File: src/rtl/bcd_scan_driver.sv
// Sequential double-dabble binary-to-BCD converter feeding a multiplexed 7-segment digit scan.
// Optional build macro: LEADING_ZERO_BLANK_EN (suppress sel for leading zero digits).
module bcd_scan_driver #(
   parameter int NDIG     = 4,
   parameter int VAL_W    = 14,
   parameter int SCAN_DIV = 50000
) (
   input  logic             clk,
   input  logic             rst_n,
   input  logic [VAL_W-1:0] val,
   input  logic             load,
   output logic             busy,
   output logic             ovf,
   output logic [3:0]       num,
   output logic [NDIG-1:0]  sel
);

   localparam int SCR_W = 4*NDIG + 4;
   localparam int IDX_W = (NDIG > 1) ? $clog2(NDIG) : 1;
   localparam int DIV_W = $clog2(SCAN_DIV);
   localparam int CNT_W = $clog2(VAL_W + 1);

   typedef enum logic [1:0] {IDLE, SHIFT, COMMIT} state_t;

   state_t              state_reg, state_next;
   logic                do_load, do_shift, do_commit;
   logic [VAL_W-1:0]    shift_reg;
   logic [SCR_W-1:0]    scr_reg, scr_adj;
   logic [CNT_W-1:0]    cnt_reg;
   logic                lost_reg;
   logic [4*NDIG-1:0]   bcd_reg;
   logic                ovf_reg;
   logic [DIV_W-1:0]    div_reg;
   logic [IDX_W-1:0]    idx_reg, idx_d_reg;
   logic                run_reg;
   logic [3:0]          num_reg;
   logic                blank_reg, blank_next;
   logic [NDIG-1:0]     sel_reg;
   logic [3:0]          digit [NDIG];

   genvar gi;
   generate
      for (gi = 0; gi < NDIG + 1; gi++) begin : g_adj
         assign scr_adj[gi*4 +: 4] = (scr_reg[gi*4 +: 4] >= 4'd5) ?
                                     scr_reg[gi*4 +: 4] + 4'd3 : scr_reg[gi*4 +: 4];
      end
      for (gi = 0; gi < NDIG; gi++) begin : g_digit
         assign digit[gi] = bcd_reg[gi*4 +: 4];
      end
   endgenerate

   always_ff @(posedge clk) begin
      if (!rst_n) state_reg <= IDLE;
      else        state_reg <= state_next;
   end

   always_comb begin
      state_next = state_reg;
      case (state_reg)
         IDLE:    if (load) state_next = SHIFT;
         SHIFT:   if (cnt_reg == CNT_W'(VAL_W - 1)) state_next = COMMIT;
         COMMIT:  state_next = IDLE;
         default: state_next = IDLE;
      endcase
   end

   always_comb begin
      busy      = (state_reg != IDLE);
      do_load   = (state_reg == IDLE) && load;
      do_shift  = (state_reg == SHIFT);
      do_commit = (state_reg == COMMIT);
   end

   // lost_reg catches a carry pushed out of the guard nibble when VAL_W outgrows the scratch
   always_ff @(posedge clk) begin
      if (!rst_n) begin
         shift_reg <= '0;
         scr_reg   <= '0;
         cnt_reg   <= '0;
         lost_reg  <= 1'b0;
         bcd_reg   <= '0;
         ovf_reg   <= 1'b0;
      end else begin
         if (do_load) begin
            shift_reg <= val;
            scr_reg   <= '0;
            cnt_reg   <= '0;
            lost_reg  <= 1'b0;
         end
         if (do_shift) begin
            {scr_reg, shift_reg} <= {scr_adj[SCR_W-2:0], shift_reg, 1'b0};
            cnt_reg  <= cnt_reg + CNT_W'(1);
            lost_reg <= lost_reg | scr_adj[SCR_W-1];
         end
         if (do_commit) begin
            if (lost_reg || (scr_reg[SCR_W-1 -: 4] != 4'd0)) begin
               ovf_reg <= 1'b1;
               bcd_reg <= {NDIG{4'hE}};
            end else begin
               ovf_reg <= 1'b0;
               bcd_reg <= scr_reg[4*NDIG-1:0];
            end
         end
      end
   end

`ifdef LEADING_ZERO_BLANK_EN
   logic [NDIG-1:0] blank_mask;
   always_comb begin
      logic zero_run;
      zero_run   = 1'b1;
      blank_mask = '0;
      for (int i = NDIG - 1; i > 0; i--) begin
         zero_run      = zero_run && (digit[i] == 4'd0);
         blank_mask[i] = zero_run;
      end
   end
   assign blank_next = !ovf_reg && blank_mask[idx_reg];
`else
   assign blank_next = 1'b0;
`endif

   // sel follows num by one clock so it lines up with the decoder's registered output
   always_ff @(posedge clk) begin
      if (!rst_n) begin
         div_reg   <= '0;
         idx_reg   <= '0;
         idx_d_reg <= '0;
         run_reg   <= 1'b0;
         num_reg   <= '0;
         blank_reg <= 1'b0;
         sel_reg   <= '0;
      end else begin
         if (div_reg == DIV_W'(SCAN_DIV - 1)) begin
            div_reg <= '0;
            idx_reg <= (idx_reg == IDX_W'(NDIG - 1)) ? '0 : idx_reg + IDX_W'(1);
         end else begin
            div_reg <= div_reg + DIV_W'(1);
         end
         idx_d_reg <= idx_reg;
         run_reg   <= 1'b1;
         num_reg   <= digit[idx_reg];
         blank_reg <= blank_next;
         sel_reg   <= (run_reg && !blank_reg) ? (NDIG'(1) << idx_d_reg) : '0;
      end
   end

   assign ovf = ovf_reg;
   assign num = num_reg;
   assign sel = sel_reg;

endmodule
File: config.mk
export PLATFORM = sky130hd
export DESIGN_NAME = bcd_scan_driver
export DESIGN_NICKNAME = d
export VERILOG_FILES = /design/src/rtl/bcd_scan_driver.sv
export SDC_FILE = /design/constraint.sdc
export NUM_CORES = 1
export LEC_CHECK = 0
export CAP_MARGIN = 15
export CORE_MARGIN = 3
export CORE_UTILIZATION = 30
export DETAILED_ROUTE_END_ITERATION = 10
export PLACE_DENSITY = 0.58
export SYNTH_ARGS = -nofsm -noshare
export SYNTH_HDL_FRONTEND = slang
export SYNTH_SLANG_ARGS = --single-unit
File: constraint.sdc
create_clock -name clk -period 4.14 [get_ports clk]
set_clock_uncertainty 0.05 [all_clocks]
set_input_delay 0.828 -clock clk [delete_from_list [all_inputs] [get_ports clk]]
set_output_delay 0.828 -clock clk [all_outputs]
set_load 0.005 [all_outputs]
==> results by group, run 1 <==
Status
  • Status: completed

Global routing
  • Met1 usage: 14.53%
  • Tot GR Track Use: 12.06%
  • Met3 Resource Use GR: 3.652%
  • First-pass GRT wire length: 13.71 mm
  • GRT met2 Usage: 20.41%
  • Grt ovf: 0
  • GR peak layer: met2
  • Antenna violations before repair: 0
  • Number of global-route vias before repair: 2897
  • Largest net degree at the start of global routing: 41

Timing
  • Worst Max-Slew Pin Slew: 822.8 ps
  • Final TNS setup: 0 ps
  • Fmax: 399.3 MHz
  • # setup viols final: 0
  • Final period util: 60.49%
  • RSZ-0062 raised after global routing: no
  • Final hold vios: 0
  • Worst slew margin: 44.90%
  • Final Max Tran Viols: 0
  • Minimum clock period: 2504 ps

Floorplan
  • IO Count: 27
  • Site row count: 40
  • Die area: 13800 um^2
  • Die Ht: 117.5 um
  • Area of the core: 12060 um^2
  • Starting Density: 30.91%
  • Chip width: 117.5 um

Critical path
  • R2r setup slk: 2230 ps
  • Worst-path cell chain: clkdlybuf4s50_1 > nor3b_2 > nor2_2 > o21ai_0 > a21oi_1
  • Critical R2R Launch: state_reg[0]
  • CP bufs+invs: 1
  • Reg2Reg Depth: 4
  • Crit path max-delay family: simple AND/OR/NAND/NOR gates
  • Crit path DAT: 2660 ps
  • Crit path largest cell delay: 680 ps
  • Critical path's slowest cell: nor3b_2
  • Crit-path max FO: 18
  • Req. time, crit path: 4300 ps
  • Reg2reg end: scr_reg[3]
  • Critical path type: primary input to flip-flop
  • Crit path launch type: primary input
  • Endpoint class of the critical path: flip-flop

Layout
  • Layout Utilization: 36.94%
  • Filler cells: 1245
  • Share of cells above drive strength 1: 7.813%
  • P&R area growth vs syn: 19.50%
  • Final #Nets: 476
  • Number of diodes: 0
  • Largest register FFs: 20

Logic synthesis
  • Post-synth cell types: 42
  • Sequential-to-total area share from yosys stat: 46.71%
  • Avg Inst Size Synth: 8.856 um^2
  • Synth Instances: 421
  • Number of flops mapped to enable cells by yosys: 0
  • FFs w/ async S/R, synth: 0%
  • Main flop type after synthesis: dfxtp_1
  • Top cells by area, synth: dfxtp_1 47%, nand2_1 7.2%, ha_1 5.0%
  • Seq cells post-synth: 87
  • Syn Nets: 453
  • Syn Std Cell Area: 3729 um^2
  • Yosys warns: 0
  • Yosys top cell area share: 46.71%
  • Synth area leader: dfxtp_1

Min path
  • Worst hold path cell count: 2
  • HP Class: flip-flop to flip-flop
  • Hold EP: bcd_reg[8]
  • Hold path start: bcd_reg[8]

Clock network
  • Num CTS Buffers: 9
  • Resize count post-CTS: 0
  • Clk sinks: 87
  • Worst-Skew Late Latency: 340 ps
  • Post-CTS Setup Repair Bufs: 0
  • CTS Hold Bufs: 0
  • CTS tree: built
  • Root Driver: clkbuf_16
  • Clk slew on worst S/H paths: 60 ps
  • H-tree depth: 3
  • Bufs on Longest Clock Path: 2

Route
  • # DRC: 0
  • Final WL: 7.954 mm
  • 1st-iter DRT viols: 206
  • Via count: 2952
  • TritonRoute pass-1 iters: 4
  • Post-DR wirelength/cell: 12.91 um
  • Antenna Violating Nets Remaining: 0
  • Vias/cell: 4.792

Place
  • Port bufs: 26
  • Placed wire-length estimate: 5.472 mm
  • Routability congestion estimate: 0.8254

Run
  • # Max-Cap Violations: 0

Pwr
  • VDD IR-drop max: 0.2052 mV
  • Pwr/cell area: 386.9 nW/um^2
  • Leakage power: 1.526 nW
where the power goes:
| part | internal [W] | total [W] | switching [W] |
|---|---|---|---|
| sequential | 0.000852 | 0.000863 | 0.0000109 |
| combinational | 0.0000362 | 0.0000890 | 0.0000528 |
| clock | 0.000453 | 0.000771 | 0.000319 |
synth_stat cells (2+ instances only):
library cell	count
a21oi_1	36
a22oi_1	13
a31oi_1	12
and2_1	6
and3_1	3
buf_2	5
clkbuf_1	14
dfxtp_1	87
ha_1	15
inv_1	17
mux2_2	5
mux4_2	4
nand2_1	72
nand2b_1	7
nand3_1	13
nand4_1	4
nor2_1	22
nor2b_1	2
nor3_1	11
nor3b_1	2
nor4_1	4
o21ai_0	20
o31ai_1	2
or3_1	5
xnor2_1	16
xor2_1	8
through the flow:
stage / std cells / hold WS [ps] / setup slack [ps] / power, W / area, um^2
3_3_place_gp: 601 / 394.1 / 1312 / 0.0009694 / 4170
4_1_cts: 616 / 404.0 / 1667 / 0.001741 / 4456
3_5_place_dp: 601 / 395.4 / 1307 / 0.0009714 / 4170
2_1_floorplan: 421 / 376.3 / 2237 / 0.0009335 / 3729
6_report: 616 / 402.4 / 1636 / 0.001724 / 4456
5_1_grt: 616 / 426.9 / 1480 / 0.001786 / 4456
layout by cell type, fill, tap and decap left out, types with 4 or more instances in the layout:
| cell | synthesis | final |
|---|---|---|
| a31oi_1 | 12 | 12 |
| ha_1 | 15 | 15 |
| xor2_1 | 8 | 8 |
| nor4_1 | 4 | 4 |
| nand4_1 | 4 | 4 |
| mux2_2 | 5 | 5 |
| or3_1 | 5 | 5 |
| xnor2_1 | 16 | 16 |
| and2_1 | 6 | 6 |
| nor2_1 | 22 | 22 |
| dfxtp_1 | 87 | 87 |
| clkdlybuf4s50_1 | 0 | 26 |
| a22oi_1 | 13 | 13 |
| inv_1 | 17 | 17 |
| nand2_1 | 72 | 72 |
| clkbuf_16 | 0 | 9 |
| nand2b_1 | 7 | 7 |
| nor3_1 | 11 | 11 |
| a21oi_1 | 36 | 36 |
| mux4_2 | 4 | 4 |
| buf_4 | 0 | 6 |
| o21ai_0 | 20 | 20 |
| nand3_1 | 13 | 13 |
how the worst max path moves through the flow:
stage	from	end	slack (ps)	cells after the start
3_5_place_dp	rst_n	scr_reg[0]	1310	6
6_report	load	scr_reg[3]	1640	5
3_3_place_gp	rst_n	scr_reg[0]	1310	6
5_1_grt	load	scr_reg[3]	1480	5
4_1_cts	load	scr_reg[3]	1670	5
2_1_floorplan	load	cnt_reg[0]	2240	5
area by class of cell:
type / count / area (um^2) / area share [%]
inverter: 17 / 63.81 / 1.432
tap: 168 / 210.2 / 4.718
clock inverter: 2 / 15.01 / 0.3370
clock buffer: 13 / 270.3 / 6.066
sequential: 87 / 1742 / 39.09
multi-input combinational: 297 / 1849 / 41.51
timing repair buffer: 32 / 305.3 / 6.852
logic make-up after synthesis:
family	after synthesis	synth area share, %
fa+ha+maj	15	5.034
compound gates	88	13.72
simple gates	160	20.81
buf+inv	37	3.892
mux	10	4.195
flops	87	46.71
xor+xnor	24	5.638
worst register-to-register path, cell delays in order (launching register included):
cell,delay (ps)
dfxtp_1,350
nor3b_2,700
nor2_2,330
o21ai_0,260
a21oi_1,80
per-layer routing:
metal	vias to the layer above	wire length [um]
met5	-	0
li1	1493	-
met3	9	372
met1	1396	3602
met2	54	3857
met4	0	121
No activity file was read; power rests on OpenSTA's default activity.
==> run 2: changes to the inputs <==
--- a/config.mk
+++ b/config.mk
@@ -9,7 +9,7 @@
 export CORE_MARGIN = 3
 export CORE_UTILIZATION = 30
 export DETAILED_ROUTE_END_ITERATION = 10
-export PLACE_DENSITY = 0.58
+export PLACE_DENSITY = 0.6
 export SYNTH_ARGS = -nofsm -noshare
 export SYNTH_HDL_FRONTEND = slang
 export SYNTH_SLANG_ARGS = --single-unit
==> constraint.sdc (replaced) <==
create_clock -name clk -period 2.2 [get_ports clk]
set_clock_uncertainty 0.05 [all_clocks]
set_input_delay 0.44 -clock clk [delete_from_list [all_inputs] [get_ports clk]]
set_output_delay 0.44 -clock clk [all_outputs]
set_load 0.005 [all_outputs]
==> results by group, run 2 (synthesis gave the netlist of run 1 again) <==
Clock network
  • Resize count post-CTS: 0
  • Root Driver: clkbuf_16
  • Num CTS Buffers: 9
  • Clk sinks: 87
  • Worst-Skew Late Latency: 340 ps
  • Post-CTS Setup Repair Bufs: 0
  • CTS Hold Bufs: 0
  • Bufs on Longest Clock Path: 2
  • H-tree depth: 3
  • CTS tree: built
  • Clk slew on worst S/H paths: 60 ps

Pwr
  • Pwr/cell area: 785.5 nW/um^2
  • Reg power frac: 45.6%
  • Internal power: 0.002815 W
  • P_sw: 0.0007455 W
  • Total power: 0.003561 W
  • VDD IR-drop max: 0.3316 mV
  • Clock power frac: 49.6%
  • Sw frac: 20.94%
  • Logic gate share of total power: 4.8%
  • Leakage power: 1.563 nW

Floorplan
  • Chip width: 117.5 um
  • IO Count: 27
  • Die Ht: 117.5 um
  • Area of the core: 12060 um^2
  • Die area: 13800 um^2
  • Site row count: 40
  • Starting Density: 30.91%

Route
  • 1st-iter DRT viols: 120
  • Antenna Violating Nets Remaining: 0
  • Post-DR wirelength/cell: 13.13 um
  • Vias/cell: 4.782
  • TritonRoute pass-1 iters: 4
  • # DRC: 0
  • Final WL: 8.127 mm
  • Via count: 2960

Layout
  • Most frequent cells in the layout: 87 x dfxtp_1, 72 x nand2_1, 36 x a21oi_1
  • Most common cell after layout, fill and taps aside: dfxtp_1
  • Finished Layout Cells: 619
  • Number of diodes: 0
  • Share of cells above drive strength 1: 8.426%
  • P&R area growth vs syn: 21.58%
  • Final #Nets: 478
  • Largest register FFs: 20

Place
  • Routability congestion estimate: 0.7492
  • Post-placement cell count: 603
  • Placed wire-length estimate: 5.512 mm
  • Port bufs: 26

Critical path
  • CP bufs+invs: 3
  • Critical path's slowest cell: nor3_1
  • Worst-path cell chain: clkdlybuf4s50_1 > inv_1 > nor3_1 > buf_4 > nand2_1 > o21ai_0
  • Crit path max-delay family: simple AND/OR/NAND/NOR gates
  • Crit path launch type: primary input
  • Crit-path max FO: 7
  • R2r setup slk: 350 ps
  • Critical path type: primary input to flip-flop
  • Req. time, crit path: 2410 ps
  • Crit path DAT: 2200 ps
  • Crit path largest cell delay: 800 ps
  • Endpoint class of the critical path: flip-flop

Global routing
  • Tot GR Track Use: 12.51%
  • Grt ovf: 0
  • Number of global-route vias before repair: 2943
  • First-pass GRT wire length: 14.13 mm
  • Antenna violations before repair: 0
  • Largest net degree at the start of global routing: 40

Timing
  • # setup viols final: 0
  • RSZ-0062 raised after global routing: no
  • Minimum clock period: 1994 ps
  • Worst Max-Slew Pin Slew: 989.4 ps
  • Final TNS setup: 0 ps
  • Final period util: 90.62%
  • Worst slew margin: 33.53%
  • Final hold vios: 0
  • Fmax: 501.6 MHz
  • Final Max Tran Viols: 0

Run
  • # Max-Cap Violations: 0

Min path
  • HP Class: flip-flop to flip-flop

Status
  • Status: completed
run 2: final timing paths:
check                             startpoint     endpoint  cells after the start
worst min register to register   bcd_reg[12]  bcd_reg[12]                      2
worst min-delay path             bcd_reg[12]  bcd_reg[12]                      2
worst max-delay path                   rst_n   scr_reg[9]                      6
worst max register to register  state_reg[0]   scr_reg[9]                      5
run 2: final cells by class:
type                       instances  area (um^2)
fill                            1209         7528
multi-input combinational        297         1849
sequential                        87         1742
timing repair buffer              34        320.3
clock buffer                      11        242.7
tap                              168        210.2
clock inverter                     5        105.1
inverter                          17        63.81
run 2: worst reg2reg max path, stage by stage, from the launching register on:
cell     delay (ps)
dfxtp_1         350
nor2b_1         160
nor3_1          800
buf_4           290
nand2_1          50
o21ai_0          80
run 2: power by group through the flow:
stage          logic (W)  clock network (W)  registers [W]
3_3_place_gp    0.000170                  0        0.00166
2_1_floorplan   0.000102                  0        0.00165
4_1_cts         0.000173            0.00181        0.00162
5_1_grt         0.000192            0.00187        0.00163
3_5_place_dp    0.000172                  0        0.00166
6_report        0.000172            0.00176        0.00162
run 2: routing by layer:
metal	share of wire [%]	routed length, um	track usage, %
met1	47	3821	15.59
met2	47	3836	20.45
met3	4.3	351	4.421
met4	1.4	117	3.736
met5	0	0	0
run 2: stage by stage:
step | utilization (%) | hold WS, ps | setup slack [ps] | cell area, um^2
after global placement | 34.70 | 392.6 | -88.68 | 4185
after floorplan | - | 376.3 | 596.2 | 3729
final | 37.58 | 404.7 | 206.5 | 4533
after CTS | 37.58 | 406.0 | 227.4 | 4533
after detailed placement | 34.70 | 397.1 | -108.0 | 4185
after global routing | 37.58 | 423.2 | 83.83 | 4533
